## src/rtl/kbd_pkg.sv

```systemverilog
// Shared types for the PS/2 keyboard frame receiver: parity selection and FSM states.
package kbd_pkg;
  typedef enum logic [1:0] {PAR_NONE, PAR_ODD, PAR_EVEN} parity_mode_t;
  typedef enum logic [2:0] {IDLE, DATA, PARITY, STOP, CHECK} state_t;
endpackage

```

## src/rtl/kbd_sync_filter.sv

```systemverilog
// 2-FF synchroniser followed by a run-length glitch filter for one PS/2 line.
module kbd_sync_filter #(
  parameter int FILTER_LEN = 4
) (
  input  logic clk,
  input  logic reset,
  input  logic raw,
  output logic filt
);
  localparam int CW = (FILTER_LEN > 1) ? $clog2(FILTER_LEN) : 1;

  logic [1:0]    sync;
  logic [CW-1:0] cnt;

  // cnt tracks how many consecutive synchronised samples disagree with filt
  always_ff @(posedge clk) begin
    if (reset) begin
      sync <= 2'b11;
      cnt  <= '0;
      filt <= 1'b1;
    end else begin
      sync <= {sync[0], raw};
      if (sync[1] == filt) begin
        cnt <= '0;
      end else if (cnt == CW'(FILTER_LEN - 1)) begin
        filt <= sync[1];
        cnt  <= '0;
      end else begin
        cnt <= cnt + 1'b1;
      end
    end
  end
endmodule

```

## src/rtl/kbd_frame_rx.sv

```systemverilog
// PS/2 device-to-host frame receiver: filtered line sampling, frame FSM with
// parity/stop/timeout checking, and an inline output FIFO.
module kbd_frame_rx
  import kbd_pkg::*;
#(
  parameter int           DATA_BITS      = 8,
  parameter parity_mode_t PARITY_MODE    = PAR_ODD,
  parameter int           FILTER_LEN     = 4,
  parameter int           TIMEOUT_CYCLES = 50000,
  parameter int           FIFO_DEPTH     = 4
) (
  input  logic                          clk,
  input  logic                          reset,
  input  logic                          kbd_clk,
  input  logic                          kbd_dat,
  output logic [DATA_BITS-1:0]          dout,
  output logic                          dout_valid,
  input  logic                          dout_ready,
  output logic                          parity_err,
  output logic                          frame_err,
  output logic                          overflow,
  output logic                          busy,
  output logic [$clog2(FIFO_DEPTH):0]   fifo_count
);
  localparam int PW   = $clog2(FIFO_DEPTH);
  localparam int NW   = PW + 1;
  localparam int BW   = $clog2(DATA_BITS);
  localparam int TW   = $clog2(TIMEOUT_CYCLES + 1);

  logic clk_f, dat_f, clk_prev, fall;

  kbd_sync_filter #(.FILTER_LEN(FILTER_LEN)) u_clk_filt (
    .clk(clk), .reset(reset), .raw(kbd_clk), .filt(clk_f));
  kbd_sync_filter #(.FILTER_LEN(FILTER_LEN)) u_dat_filt (
    .clk(clk), .reset(reset), .raw(kbd_dat), .filt(dat_f));

  always_ff @(posedge clk) begin
    if (reset) clk_prev <= 1'b1;
    else       clk_prev <= clk_f;
  end
  assign fall = clk_prev & ~clk_f;

  state_t               state;
  logic [BW-1:0]        bcnt;
  logic [DATA_BITS-1:0] sh;
  logic [TW-1:0]        tmo;
  logic                 par_bit, stop_bit;
  logic                 par_ok;

  always_comb begin
    par_ok = 1'b1;
    if (PARITY_MODE == PAR_ODD)  par_ok = (^sh ^ par_bit) == 1'b1;
    if (PARITY_MODE == PAR_EVEN) par_ok = (^sh ^ par_bit) == 1'b0;
  end

  always_ff @(posedge clk) begin
    if (reset) begin
      state      <= IDLE;
      bcnt       <= '0;
      sh         <= '0;
      tmo        <= '0;
      par_bit    <= 1'b0;
      stop_bit   <= 1'b0;
      parity_err <= 1'b0;
      frame_err  <= 1'b0;
    end else begin
      parity_err <= 1'b0;
      frame_err  <= 1'b0;
      case (state)
        IDLE: begin
          tmo <= '0;
          if (fall) begin
            if (!dat_f) begin
              state <= DATA;
              bcnt  <= '0;
            end else begin
              frame_err <= 1'b1;
            end
          end
        end
        DATA, PARITY, STOP: begin
          if (fall) begin
            tmo <= '0;
            if (state == DATA) begin
              sh <= {dat_f, sh[DATA_BITS-1:1]};
              if (bcnt == BW'(DATA_BITS - 1))
                state <= (PARITY_MODE == PAR_NONE) ? STOP : PARITY;
              else
                bcnt <= bcnt + 1'b1;
            end else if (state == PARITY) begin
              par_bit <= dat_f;
              state   <= STOP;
            end else begin
              stop_bit <= dat_f;
              state    <= CHECK;
            end
          end else if (tmo == TW'(TIMEOUT_CYCLES - 1)) begin
            // line went quiet mid-frame: drop whatever was collected
            frame_err <= 1'b1;
            state     <= IDLE;
            tmo       <= '0;
            sh        <= '0;
          end else begin
            tmo <= tmo + 1'b1;
          end
        end
        CHECK: begin
          state <= IDLE;
          if (!stop_bit)    frame_err  <= 1'b1;
          else if (!par_ok) parity_err <= 1'b1;
        end
        default: state <= IDLE;
      endcase
    end
  end

  assign busy = (state != IDLE);

  logic [DATA_BITS-1:0] mem [FIFO_DEPTH];
  logic [PW-1:0]        wr_ptr, rd_ptr;
  logic                 push, pop, full, wr_en;

  assign push  = (state == CHECK) && stop_bit && par_ok;
  assign pop   = dout_valid && dout_ready;
  assign full  = (fifo_count == NW'(FIFO_DEPTH));
  // a full FIFO still takes the word if the head leaves in the same cycle
  assign wr_en = push && (!full || pop);

  always_ff @(posedge clk) begin
    if (wr_en) mem[wr_ptr] <= sh;
  end

  always_ff @(posedge clk) begin
    if (reset) begin
      wr_ptr     <= '0;
      rd_ptr     <= '0;
      fifo_count <= '0;
      overflow   <= 1'b0;
    end else begin
      if (wr_en) wr_ptr <= wr_ptr + 1'b1;
      if (pop)   rd_ptr <= rd_ptr + 1'b1;
      case ({wr_en, pop})
        2'b10:   fifo_count <= fifo_count + 1'b1;
        2'b01:   fifo_count <= fifo_count - 1'b1;
        default: fifo_count <= fifo_count;
      endcase
      if (push && !wr_en) overflow <= 1'b1;
    end
  end

  assign dout_valid = (fifo_count != '0);
  assign dout       = mem[rd_ptr];
endmodule

```

## config.mk

```make
export PLATFORM = sky130hd
export DESIGN_NAME = kbd_frame_rx
export DESIGN_NICKNAME = d
export VERILOG_FILES = /design/src/rtl/kbd_pkg.sv /design/src/rtl/kbd_sync_filter.sv /design/src/rtl/kbd_frame_rx.sv
export SDC_FILE = /design/constraint.sdc
export NUM_CORES = 1
export LEC_CHECK = 0
export CAP_MARGIN = 15
export CORE_MARGIN = 1
export CORE_UTILIZATION = 39
export DETAILED_ROUTE_END_ITERATION = 7
export SKIP_LAST_GASP = 1
export SLEW_MARGIN = 25
export SYNTH_ARGS = -nofsm -noshare
export SYNTH_HDL_FRONTEND = slang
export SYNTH_SLANG_ARGS = --single-unit
```

## constraint.sdc

```tcl
create_clock -name clk -period 3 [get_ports clk]
set_input_delay 0.6 -clock clk [delete_from_list [all_inputs] [get_ports clk]]
set_output_delay 0.6 -clock clk [all_outputs]
set_load 0.005 [all_outputs]
```

# Word-level counts from Yosys, hierarchy flattened
# Memory sizes are Yosys's and may differ from the RTL's. A register that Yosys moved wholly into a read port is not among the register bits.
# Index checks and enable logic that the tools add are counted.
[op_classes]
reduce_logical = 26
n_bitwise = 9
addsub = 8
muxes = 32
n_eq_ne = 21
[ops]
columns = ["cell", "count"]
rows = [
  ["$mux 3", 12],
  ["$mux 16", 2],
  ["$pmux 16 s2", 1],
  ["$mux 8", 3],
  ["$pmux 3 s2", 3],
  ["$add 16x1->16 const B", 1],
  ["$eq 16x16->1 const B", 1],
  ["$reduce_and 4->1", 3],
  ["$reduce_or 3->1", 4],
  ["$ne 2x2->1 const B", 5],
  ["$eq 3x3->1 const B", 3],
  ["$add 2x1->2 const B", 4],
  ["$mux 1", 8],
  ["$reduce_xor 8->1", 1],
  ["$not 1->1", 7],
  ["$add 3x1->3 const B", 2],
  ["$eq 2x2->1 const B", 3],
  ["$eq 3x2->1 const B", 2],
  ["$reduce_and 6->1", 1],
  ["$reduce_bool 2->1", 3],
  ["$reduce_bool 3->1", 2],
  ["$logic_and 1x1->1", 5],
  ["$mux 2", 2],
  ["$ne 4x4->1 const B", 1],
  ["other kinds (14)", 17],
]
[word_totals]
mem_bits_rw = 32
output_inout_bits = 16
regBits = 53
in_bits = 5
n_memories = 1
[mem_list]
columns = ["memory", "words", "width", "rd", "rd_clocked_by_memory_dff", "write_ports", "line", "source"]
rows = [
  ["mem", 4, 8, 1, 1, 1, "kbd_frame_rx.sv:119", "logic [DATA_BITS-1:0] mem [FIFO_DEPTH];"],
]

# Logic depth before layout (Yosys ltp)
# Gate-level depths: netlist of run 1.
[depth]
ltp_word = 6
mapped_depth = 9

# Modules after synthesis
# A second synthesis of run 1 with hierarchy kept.
[hier_totals]
hier_cells = 329
area_unflattened_um2 = 3786.1
[by_module_without_submodules]
columns = ["module", "instances", "seq_area_each_um2", "cells_per_inst", "area_each_um2"]
rows = [
  ["kbd_frame_rx", 1, 1861.8, 303, 3443.3],
  ["kbd_sync_filter", 2, 100.1, 13, 171.4],
]

# Worst setup path before layout of run 1
# OpenSTA, ideal clock, no wires.
[synth_timing]
path_kind = "reg-to-reg"
startpoint = "reg sh[1]"
endpoint = "reg fifo_count[2]"
setup_time_ns = 0.123
path_slack_ns = 0.268
path_stages_with_launch = 9
t_arrival_ns = 2.609
synth_period_minus_slack_ns = 2.732
cell_sequence = "dfxtp_1 -> xor2_1 -> xnor3_2 -> mux2i_2 -> nand2_1 -> fa_1 -> or3_1 -> mux2i_1 -> mux2_1"
[synth_via]
elab_chain_cells = 6
[synth_lines]
columns = ["item", "line", "source"]
rows = [
  ["start: declaration", "kbd_frame_rx.sv:45", "logic [DATA_BITS-1:0] sh;"],
  ["start signal: assignment", "kbd_frame_rx.sv:85", "sh <= {dat_f, sh[DATA_BITS-1:1]};"],
  ["$reduce_xor 8->1 (*)", "kbd_frame_rx.sv:52", "if (PARITY_MODE == PAR_ODD) par_ok = (^sh ^ par_bit) == 1'b1;"],
  ["$xor 1x1->1 (*)", "kbd_frame_rx.sv:52", ""],
  ["$logic_and 1x1->1 (*)", "kbd_frame_rx.sv:123", "assign push = (state == CHECK) && stop_bit && par_ok;"],
  ["$logic_and 1x1->1 (*)", "kbd_frame_rx.sv:127", "assign wr_en = push && (!full || pop);"],
  ["$eq 2x1->1 or $eq 2x2->1 (tied branches)", "kbd_frame_rx.sv:142", "case ({wr_en, pop})"],
  ["$pmux 3 s2 or $reduce_bool 2->1 (tied branches)", "-", ""],
  ["end signal: assignment", "kbd_frame_rx.sv:143", "2'b10: fifo_count <= fifo_count + 1'b1;"],
  ["end signal: assignment", "kbd_frame_rx.sv:144", "2'b01: fifo_count <= fifo_count - 1'b1;"],
  ["end signal: assignment", "kbd_frame_rx.sv:145", "default: fifo_count <= fifo_count;"],
  ["end: declaration", "kbd_frame_rx.sv:23", "output logic [$clog2(FIFO_DEPTH):0] fifo_count"],
]
# Every way passes the cells marked *; elsewhere a longest branch is shown, timed or not.
# A chain may end at the register's enable or synchronous reset.

# Worst setup path after layout of run 1
[layout_timing]
startpoint = "reg sh[0]"
endpoint = "reg fifo_count[2]"
# The elaborated chain is that of the path after synthesis.

==> results.sh, run 1 <==
export IMPL_dpl_cell_area_um2=4200
export IMPL_cp_max_fo=6
export IMPL_rsz0062_at_grt="false"
export IMPL_fill_cells=897
export IMPL_clk_pin_slew_ps=80
export IMPL_fin_crit_ps=2790
export IMPL_fin_nets=393
export IMPL_p_per_area_nw_per_um2=570
export IMPL_grt_max_degree=57
export IMPL_startpoint_type="flip-flop"
export IMPL_layout_commonest_cell="dfxtp_1"
export IMPL_grt_pass1_vias=2488
export IMPL_dieWidth_um=102
export IMPL_finalWorstSetupSlack_ps=207
export IMPL_syn_inst=360
export IMPL_yosysWarnings=0
export IMPL_multi_input_area_um2=1700
export IMPL_diodes=0
export IMPL_synth_seq_cells=87
export IMPL_firstDrtPassIters=4
export IMPL_p_int_mw=1.88
export IMPL_antenna_left=0
export IMPL_register_area_um2=2060
export IMPL_syn_to_final_growth_pct=13.3
export IMPL_instances_no_fill=516
export IMPL_tightest_slew_ps=999
export IMPL_synth_edf_count=32
export IMPL_grt_util_all_layers=0.152
export IMPL_pwr_share_clk=0.318
export IMPL_cts_sinks=87
export IMPL_crit_path_top_delay_cell="xnor3_2"
export IMPL_report_final_hold_viol_count=0
export IMPL_die_h_um=102
export IMPL_finish_instance_area_um2=4390
export IMPL_worstPathCellList="xor2_1 -> xnor3_2 -> mux2i_2 -> nand2_1 -> fa_1 -> or3_1 -> mux2i_1 -> mux2_1"
export IMPL_antenna_found_initial=0
export IMPL_start_util=0.400
export IMPL_crit_path_end_kind="flip-flop"
export IMPL_synth_area_um2=3880
export IMPL_numPortBuffers=20
export IMPL_leakage_nw=1.45
export IMPL_slowest_delay_ps=490
export IMPL_routed_via_density=5.29
export IMPL_finalSetupViolCount=0
export IMPL_finalCritPeriodShare=0.931
export IMPL_maxCapViolations=0
export IMPL_holdBufCountCts=0
export IMPL_final_max_slew_viol_count=0
export IMPL_synth_top_flop_cell="dfxtp_1"
export IMPL_swShare=0.250
export IMPL_pre_cts_ws_ps=211
export IMPL_gp_congestion=0.817
export IMPL_final_cell_mix="55 x dfxtp_1, 35 x nand2_1, 32 x edfxtp_1"
export IMPL_postCtsResizedCells=0
export IMPL_post_drt_wl_per_cell_um=13.8
export IMPL_skew_ps=11.6
export IMPL_dp_cells=500
export IMPL_p_sw_mw=0.626
export IMPL_hpwl_um=4600
export IMPL_vias=2729
export IMPL_synth_fp_nets=375
export IMPL_min_path_type="reg2reg"
export IMPL_insertion_delay_ps=350
export IMPL_avgSynthCellArea_um2=10.8
export IMPL_p_comb_frac=0.158
export IMPL_fin_setup_tns_ps=0
export IMPL_path_class="reg2reg"
export IMPL_routed_wl_um=7140
export IMPL_max_freq_ghz=0.358
export IMPL_post_route_drc_count=0
export IMPL_dieArea_um2=10300
export IMPL_drtIter0Drc=147
export IMPL_htree_levels=3
export IMPL_max_vdd_ir_drop_uv=231
export IMPL_core_um2=9680
export IMPL_grt_overflow=0
export IMPL_ios=21
export IMPL_cts_buffers=9
export IMPL_p_seq_frac=0.524
export IMPL_cts_tree="built"
export IMPL_cts_setup_buffers=0
export IMPL_async_flop_share=0
export IMPL_final_layout_size_suffix_gt1_frac=0.120
export IMPL_seq_area_frac_synth=0.532
export IMPL_fp_row_count=36
export IMPL_cp_required_ps=3230
export IMPL_slew_headroom=0.334
export IMPL_root_buffer="clkbuf_8"
export IMPL_synth_cell_types=57
export IMPL_status="finished clean"
export IMPL_clockBufferDepth=2
export IMPL_arrival_ps=3020
export IMPL_grt_pass1_wl_um=12200
worst paths after layout:
path / from / endpoint / slack, ps / cells past startpoint
max: sh[0]$_SDFFE_PP0P_ / fifo_count[2]$_SDFFE_PP0P_ / 210 / 8
min: u_dat_filt.sync[0]$_SDFF_PP1_ / u_dat_filt.sync[1]$_SDFF_PP1_ / 410 / 1
max reg2reg: sh[0]$_SDFFE_PP0P_ / fifo_count[2]$_SDFFE_PP0P_ / 210 / 8
min reg2reg: u_dat_filt.sync[0]$_SDFF_PP1_ / u_dat_filt.sync[1]$_SDFF_PP1_ / 410 / 1
stage by stage:
step | hold slack (ps) | util | power (mW)
5_1_grt | 433 | 0.454 | 2.63
2_1_floorplan | 389 | - | 1.57
3_5_place_dp | 397 | 0.434 | 1.74
6_report | 413 | 0.454 | 2.50
3_3_place_gp | 394 | 0.434 | 1.74
4_1_cts | 417 | 0.454 | 2.53
worst max-delay path, delay by kind of cell (launching register included):
family,cells,cell delay (ps)
xor+xnor,2,670
simple gates,2,480
flops,1,450
mux,3,710
fa+ha+maj,1,380
cell families after synthesis:
logic type | count (synthesis) | synth area share
adder cells (fa/ha/maj) | 10 | 0.0342
AND/OR/NAND/NOR | 146 | 0.199
flip-flops | 87 | 0.532
buffers and inverters | 27 | 0.0294
multiplexers | 17 | 0.0723
AO/OA/AOI/OAI | 63 | 0.103
XOR/XNOR | 10 | 0.0300
routing by layer:
metal	share of wire	up-vias	GRT usage
met1	0.49	1319	0.203
met2	0.46	39	0.243
met4	0.017	0	0.0669
li1	-	1361	-
met3	0.029	10	0.0276
met5	0	-	0
cell type report:
| class | instances | share of cell area |
|---|---|---|
| timing repair buffer | 27 | 0.0564 |
| tap | 133 | 0.0379 |
| inverter | 7 | 0.00598 |
| sequential | 87 | 0.469 |
| clock inverter | 5 | 0.0134 |
| clock buffer | 11 | 0.0299 |
| multi-input combinational | 246 | 0.387 |
synth_stat cells (5+ instances only):
master | instances | area (um^2)
nor2b_1 | 5 | 31.3
mux2i_1 | 6 | 60.1
nand4_1 | 7 | 43.8
nand2_1 | 35 | 131
nor3_1 | 5 | 25.0
a311oi_1 | 6 | 52.6
a21oi_1 | 25 | 125
or3_1 | 8 | 50.1
nor2_1 | 26 | 97.6
xnor2_1 | 5 | 43.8
ha_1 | 9 | 113
mux4_2 | 8 | 180
clkbuf_1 | 12 | 45.0
edfxtp_1 | 32 | 961
dfxtp_1 | 55 | 1100
o21ai_0 | 10 | 50.1
inv_1 | 6 | 22.5
nand3_1 | 23 | 115
or2_2 | 7 | 43.8
flip-flops by register name, summed over array words and instances, names as in the netlist, 2 cells and up, named ones only:
register,cells
sh,8
mem,32
fifo_count,3
tmo,16
u_clk_filt.sync,2
wr_ptr,2
bcnt,3
u_clk_filt.cnt,2
rd_ptr,2
state,3
u_dat_filt.cnt,2
u_dat_filt.sync,2
power by group through the flow:
stage | Sequential, mW | Clock [mW] | Combinational [mW]
after floorplan | 1.30 | 0 | 0.270
after global placement | 1.34 | 0 | 0.397
after detailed placement | 1.34 | 0 | 0.399
after CTS | 1.32 | 0.813 | 0.400
after global routing | 1.33 | 0.871 | 0.434
final | 1.31 | 0.798 | 0.396
(Power assumes the default switching activity.)
==> run 2: changes to the inputs <==
--- a/config.mk
+++ b/config.mk
@@ -9,6 +9,7 @@
 export CORE_MARGIN = 1
 export CORE_UTILIZATION = 39
 export DETAILED_ROUTE_END_ITERATION = 7
+export GPL_TIMING_DRIVEN = 0
 export SKIP_LAST_GASP = 1
 export SLEW_MARGIN = 25
 export SYNTH_ARGS = -nofsm -noshare
==> results.sh, run 2 (same netlist as run 1, synthesis figures left out) <==
export IMPL_status="finished clean"
export IMPL_fin_util=0.459
export IMPL_cts_sinks=87
export IMPL_htree_levels=3
export IMPL_start_util=0.400
export IMPL_core_um2=9680
export IMPL_drtIter0Drc=111
export IMPL_insertion_delay_ps=340
export IMPL_tightest_slew_ps=959
export IMPL_critPathBufInv=0
export IMPL_antenna_found_initial=0
export IMPL_startpoint_type="flip-flop"
export IMPL_maxCapViolations=0
export IMPL_p_per_area_nw_per_um2=560
export IMPL_final_cell_mix="51 x dfxtp_1, 35 x nand2_1, 32 x edfxtp_1"
export IMPL_crit_path_top_delay_cell="dfxtp_1"
export IMPL_clockBufferDepth=2
export IMPL_rsz0062_at_grt="false"
export IMPL_timing_rr_start="sh[7]$_SDFFE_PP0P_"
export IMPL_dieWidth_um=102
export IMPL_skew_ps=6.35
export IMPL_dieArea_um2=10300
export IMPL_leakage_nw=1.47
export IMPL_max_freq_ghz=0.355
export IMPL_cts_tree="built"
export IMPL_antenna_left=0
export IMPL_startpoint="sh[7]$_SDFFE_PP0P_"
export IMPL_regMostFlops="mem"
export IMPL_grt_util_all_layers=0.159
export IMPL_reg_largest_list="mem (32), tmo (16), sh (8)"
export IMPL_finalSetupViolCount=0
export IMPL_diodes=0
export IMPL_final_max_slew_viol_count=0
export IMPL_firstDrtPassIters=4
export IMPL_cp_max_fo=7
export IMPL_fin_crit_ps=2820
export IMPL_grt_pass1_wl_um=12700
export IMPL_fin_nets=405
export IMPL_numPortBuffers=20
export IMPL_post_drt_wl_per_cell_um=14.1
export IMPL_root_buffer="clkbuf_8"
export IMPL_routed_wl_um=7470
export IMPL_path_class="reg2reg"
export IMPL_gp_congestion=0.833
export IMPL_crit_path_end_kind="flip-flop"
export IMPL_critPathTopFamily="multiplexers"
export IMPL_cts_buffers=9
export IMPL_min_path_type="reg2reg"
export IMPL_grt_pass1_vias=2637
export IMPL_arrival_ps=3050
export IMPL_die_h_um=102
export IMPL_worstPathCellList="xnor2_1 -> xnor3_2 -> mux2i_4 -> nand2_1 -> fa_1 -> or3_1 -> mux2i_1 -> mux2_1"
export IMPL_grt_overflow=0
export IMPL_ios=21
export IMPL_grt_max_degree=16
export IMPL_fp_row_count=36
export IMPL_syn_to_final_growth_pct=14.7
export IMPL_routed_via_density=5.28
export IMPL_fin_setup_tns_ps=0
export IMPL_hold_start="u_dat_filt.sync[0]$_SDFF_PP1_"
export IMPL_report_final_hold_viol_count=0
export IMPL_finalCritPeriodShare=0.938
export IMPL_cp_required_ps=3240
export IMPL_final_layout_size_suffix_gt1_frac=0.127
export IMPL_slowest_delay_ps=470
export IMPL_holdBufCountCts=0
export IMPL_hpwl_um=5100
export IMPL_clk_pin_slew_ps=90
export IMPL_largest_reg_flops=32
export IMPL_slew_headroom=0.352
export IMPL_layout_commonest_cell="dfxtp_1"
export IMPL_cts_setup_buffers=0
export IMPL_max_vdd_ir_drop_uv=234
export IMPL_vias=2787
export IMPL_post_route_drc_count=0
## run 2: metal layers
| metal | track usage | vias up | part of all wire |
|---|---|---|---|
| met5 | 0 | - | 0 |
| met4 | 0.0613 | 0 | 0.012 |
| met3 | 0.0290 | 8 | 0.029 |
| met2 | 0.254 | 39 | 0.48 |
| met1 | 0.215 | 1349 | 0.48 |
| li1 | - | 1391 | - |
## run 2: worst register-to-register path: stages (launching register included)
cell and delay, ps:
dfxtp_1 470, xnor2_1 180, xnor3_2 430, mux2i_4 280, nand2_1 130, fa_1 390
or3_1 380, mux2i_1 140, mux2_1 330
## run 2: worst paths after layout
| path | cells past startpoint | slack [ps] | endpoint |
|---|---|---|---|
| setup / recovery | 8 | 180 | fifo_count[2]$_SDFFE_PP0P_ |
| hold / removal | 1 | 420 | u_dat_filt.sync[1]$_SDFF_PP1_ |
| setup reg to reg | 8 | 180 | fifo_count[2]$_SDFFE_PP0P_ |
| hold reg to reg | 1 | 420 | u_dat_filt.sync[1]$_SDFF_PP1_ |
## run 2: final cells by class
class / count / area, um^2
clock buffer: 10 / 149
multi-input combinational: 246 / 1710
tap: 133 / 166
clock inverter: 6 / 42.5
inverter: 7 / 26.3
fill: 913 / 5240
timing repair buffer: 20 / 200
sequential: 87 / 2070
buffer: 19 / 83.8
## run 2: through the flow
| stage | hold WS (ps) | area, um^2 | setup slack, ps | instances | power (mW) |
|---|---|---|---|---|---|
| detailed placement | 400 | 4240 | -32.2 | 513 | 1.75 |
| finish | 421 | 4440 | 185 | 528 | 2.49 |
| floorplan | 389 | 3880 | 268 | 360 | 1.57 |
| global route | 438 | 4440 | 27.5 | 528 | 2.62 |
| global placement | 392 | 4240 | 34.4 | 513 | 1.75 |
| CTS | 426 | 4440 | 86.6 | 529 | 2.53 |
## run 2: power breakdown
part           leakage, nW  switching [mW]  internal, mW
Sequential           0.743          0.0584          1.25
Combinational        0.630           0.163         0.244
Clock               0.0938           0.420         0.353
Total                 1.47           0.641          1.85
## run 2: what timing repair did
item,CTS,global route
hold endpoints to repair,0,0
endpoints found under the setup margin,1,7
gates resized for setup,1,4
cloned,0,0
==> run 3: changes to the inputs <==
--- a/config.mk
+++ b/config.mk
@@ -10,6 +10,7 @@
 export CORE_UTILIZATION = 39
 export DETAILED_ROUTE_END_ITERATION = 7
 export GPL_TIMING_DRIVEN = 0
+export RECOVER_POWER = 25
 export SKIP_LAST_GASP = 1
 export SLEW_MARGIN = 25
 export SYNTH_ARGS = -nofsm -noshare
==> results.sh, run 3 (same netlist as run 1, synthesis figures left out) <==
export IMPL_pwr_share_clk=0.310
export IMPL_holdBufCountCts=0
export IMPL_instances_no_fill=528
export IMPL_min_path_type="reg2reg"
export IMPL_regMostFlops="mem"
export IMPL_slew_headroom=0.352
export IMPL_start_util=0.400
export IMPL_dp_cells=513
export IMPL_final_layout_size_suffix_gt1_frac=0.124
export IMPL_diodes=0
export IMPL_dieArea_um2=10300
export IMPL_p_sw_mw=0.639
export IMPL_dpl_cell_area_um2=4240
export IMPL_tightest_slew_ps=959
export IMPL_cts_buffers=9
export IMPL_reg_largest_list="mem (32), tmo (16), sh (8)"
export IMPL_finalSetupViolCount=0
export IMPL_arrival_ps=3060
export IMPL_rsz0062_at_grt="false"
export IMPL_final_cell_mix="51 x dfxtp_1, 35 x nand2_1, 32 x edfxtp_1"
export IMPL_startpoint_type="flip-flop"
export IMPL_report_final_hold_viol_count=0
export IMPL_swShare=0.257
export IMPL_grt_max_degree=16
export IMPL_antenna_found_initial=0
export IMPL_crit_path_end_kind="flip-flop"
export IMPL_grt_pass1_wl_um=12700
export IMPL_post_route_drc_count=0
export IMPL_holdWs_ps=421
export IMPL_slowest_delay_ps=470
export IMPL_routed_via_density=5.27
export IMPL_gp_congestion=0.833
export IMPL_firstDrtPassIters=4
export IMPL_cp_max_fo=7
export IMPL_post_drt_wl_per_cell_um=14.2
export IMPL_fin_crit_ps=2820
export IMPL_finish_instance_area_um2=4440
export IMPL_ios=21
export IMPL_drtIter0Drc=97
export IMPL_die_h_um=102
export IMPL_p_comb_frac=0.163
export IMPL_crit_path_top_delay_cell="dfxtp_1"
export IMPL_insertion_delay_ps=350
export IMPL_finalCritPeriodShare=0.939
export IMPL_cts_tree="built"
export IMPL_numPortBuffers=20
export IMPL_p_seq_frac=0.526
export IMPL_reg2regPathDepth=8
export IMPL_syn_to_final_growth_pct=14.6
export IMPL_grt_overflow=0
export IMPL_largest_reg_flops=32
export IMPL_cp_required_ps=3240
export IMPL_hpwl_um=5100
export IMPL_grt_pass1_vias=2637
export IMPL_routed_wl_um=7490
export IMPL_clockBufferDepth=2
export IMPL_multi_input_area_um2=1710
export IMPL_maxCapViolations=0
export IMPL_layout_commonest_cell="dfxtp_1"
export IMPL_cp_depth=8
export IMPL_worstPathCellList="xnor2_1 -> xnor3_2 -> mux2i_4 -> nand2_1 -> fa_1 -> or3_1 -> mux2i_1 -> mux2_1"
export IMPL_clk_pin_slew_ps=90
export IMPL_register_area_um2=2070
export IMPL_p_int_mw=1.85
export IMPL_skew_ps=6.49
export IMPL_vias=2783
export IMPL_antenna_left=0
export IMPL_cts_sinks=87
export IMPL_leakage_nw=1.46
export IMPL_final_max_slew_viol_count=0
export IMPL_whs_path_depth=1
export IMPL_htree_levels=3
export IMPL_fill_cells=915
export IMPL_p_per_area_nw_per_um2=559
export IMPL_grt_util_all_layers=0.159
export IMPL_fp_row_count=36
export IMPL_fin_nets=405
export IMPL_root_buffer="clkbuf_8"
export IMPL_dieWidth_um=102
export IMPL_critPathBufInv=0
export IMPL_status="finished clean"
export IMPL_critPathTopFamily="multiplexers"
export IMPL_max_vdd_ir_drop_uv=234
export IMPL_core_um2=9680
export IMPL_path_class="reg2reg"
export IMPL_max_freq_ghz=0.355
[run 3: changes by cell type in the layout (fill, tap and decap cells not counted)]
cell	previous run	this run
clkbuf_1	11	12
buf_4	2	1
[run 3: path summary, 6_finish.rpt]
kind	start	end	slack [ps]
worst max register to register	sh[7]$_SDFFE_PP0P_	fifo_count[2]$_SDFFE_PP0P_	180
worst max-delay path	sh[7]$_SDFFE_PP0P_	fifo_count[2]$_SDFFE_PP0P_	180
worst min register to register	u_dat_filt.sync[0]$_SDFF_PP1_	u_dat_filt.sync[1]$_SDFF_PP1_	420
worst min-delay path	u_dat_filt.sync[0]$_SDFF_PP1_	u_dat_filt.sync[1]$_SDFF_PP1_	420
[run 3: per-layer routing]
metal,GRT usage,part of all wire,vias up
met3,0.0290,0.033,9
met5,0,0,-
li1,-,-,1392
met1,0.215,0.48,1334
met4,0.0613,0.014,0
met2,0.254,0.47,48
[run 3: power by group through the flow]
stage	Sequential, mW	Clock (mW)	Combinational, mW
finish	1.31	0.771	0.406
global route	1.32	0.848	0.455
CTS	1.28	0.806	0.444
detailed placement	1.31	0	0.443
global placement	1.31	0	0.437
floorplan	1.30	0	0.270
[run 3: repair_timing]
action | 4_1_cts | 5_1_grt
pin swaps | 0 | 0
setup endpoints to repair | 1 | 7
setup buffers | 0 | 0
gates resized for setup | 1 | 4
[run 3: area by class of cell]
type,count,area share
Sequential cell,87,0.465
Inverter,7,0.00592
Timing Repair Buffer,20,0.0451
Buffer,19,0.0180
Clock inverter,6,0.00958
Clock buffer,10,0.0335
Multi-Input combinational cell,246,0.385
Tap cell,133,0.0375
[run 3: stage by stage]
step	power [mW]	utilization	setup slack, ps	setup TNS, ps
global route	2.62	0.459	27.5	0
floorplan	1.57	-	268	0
CTS	2.53	0.459	86.6	0
global placement	1.75	0.438	34.4	0
detailed placement	1.75	0.438	-32.2	-32.2
finish	2.48	0.459	183	0
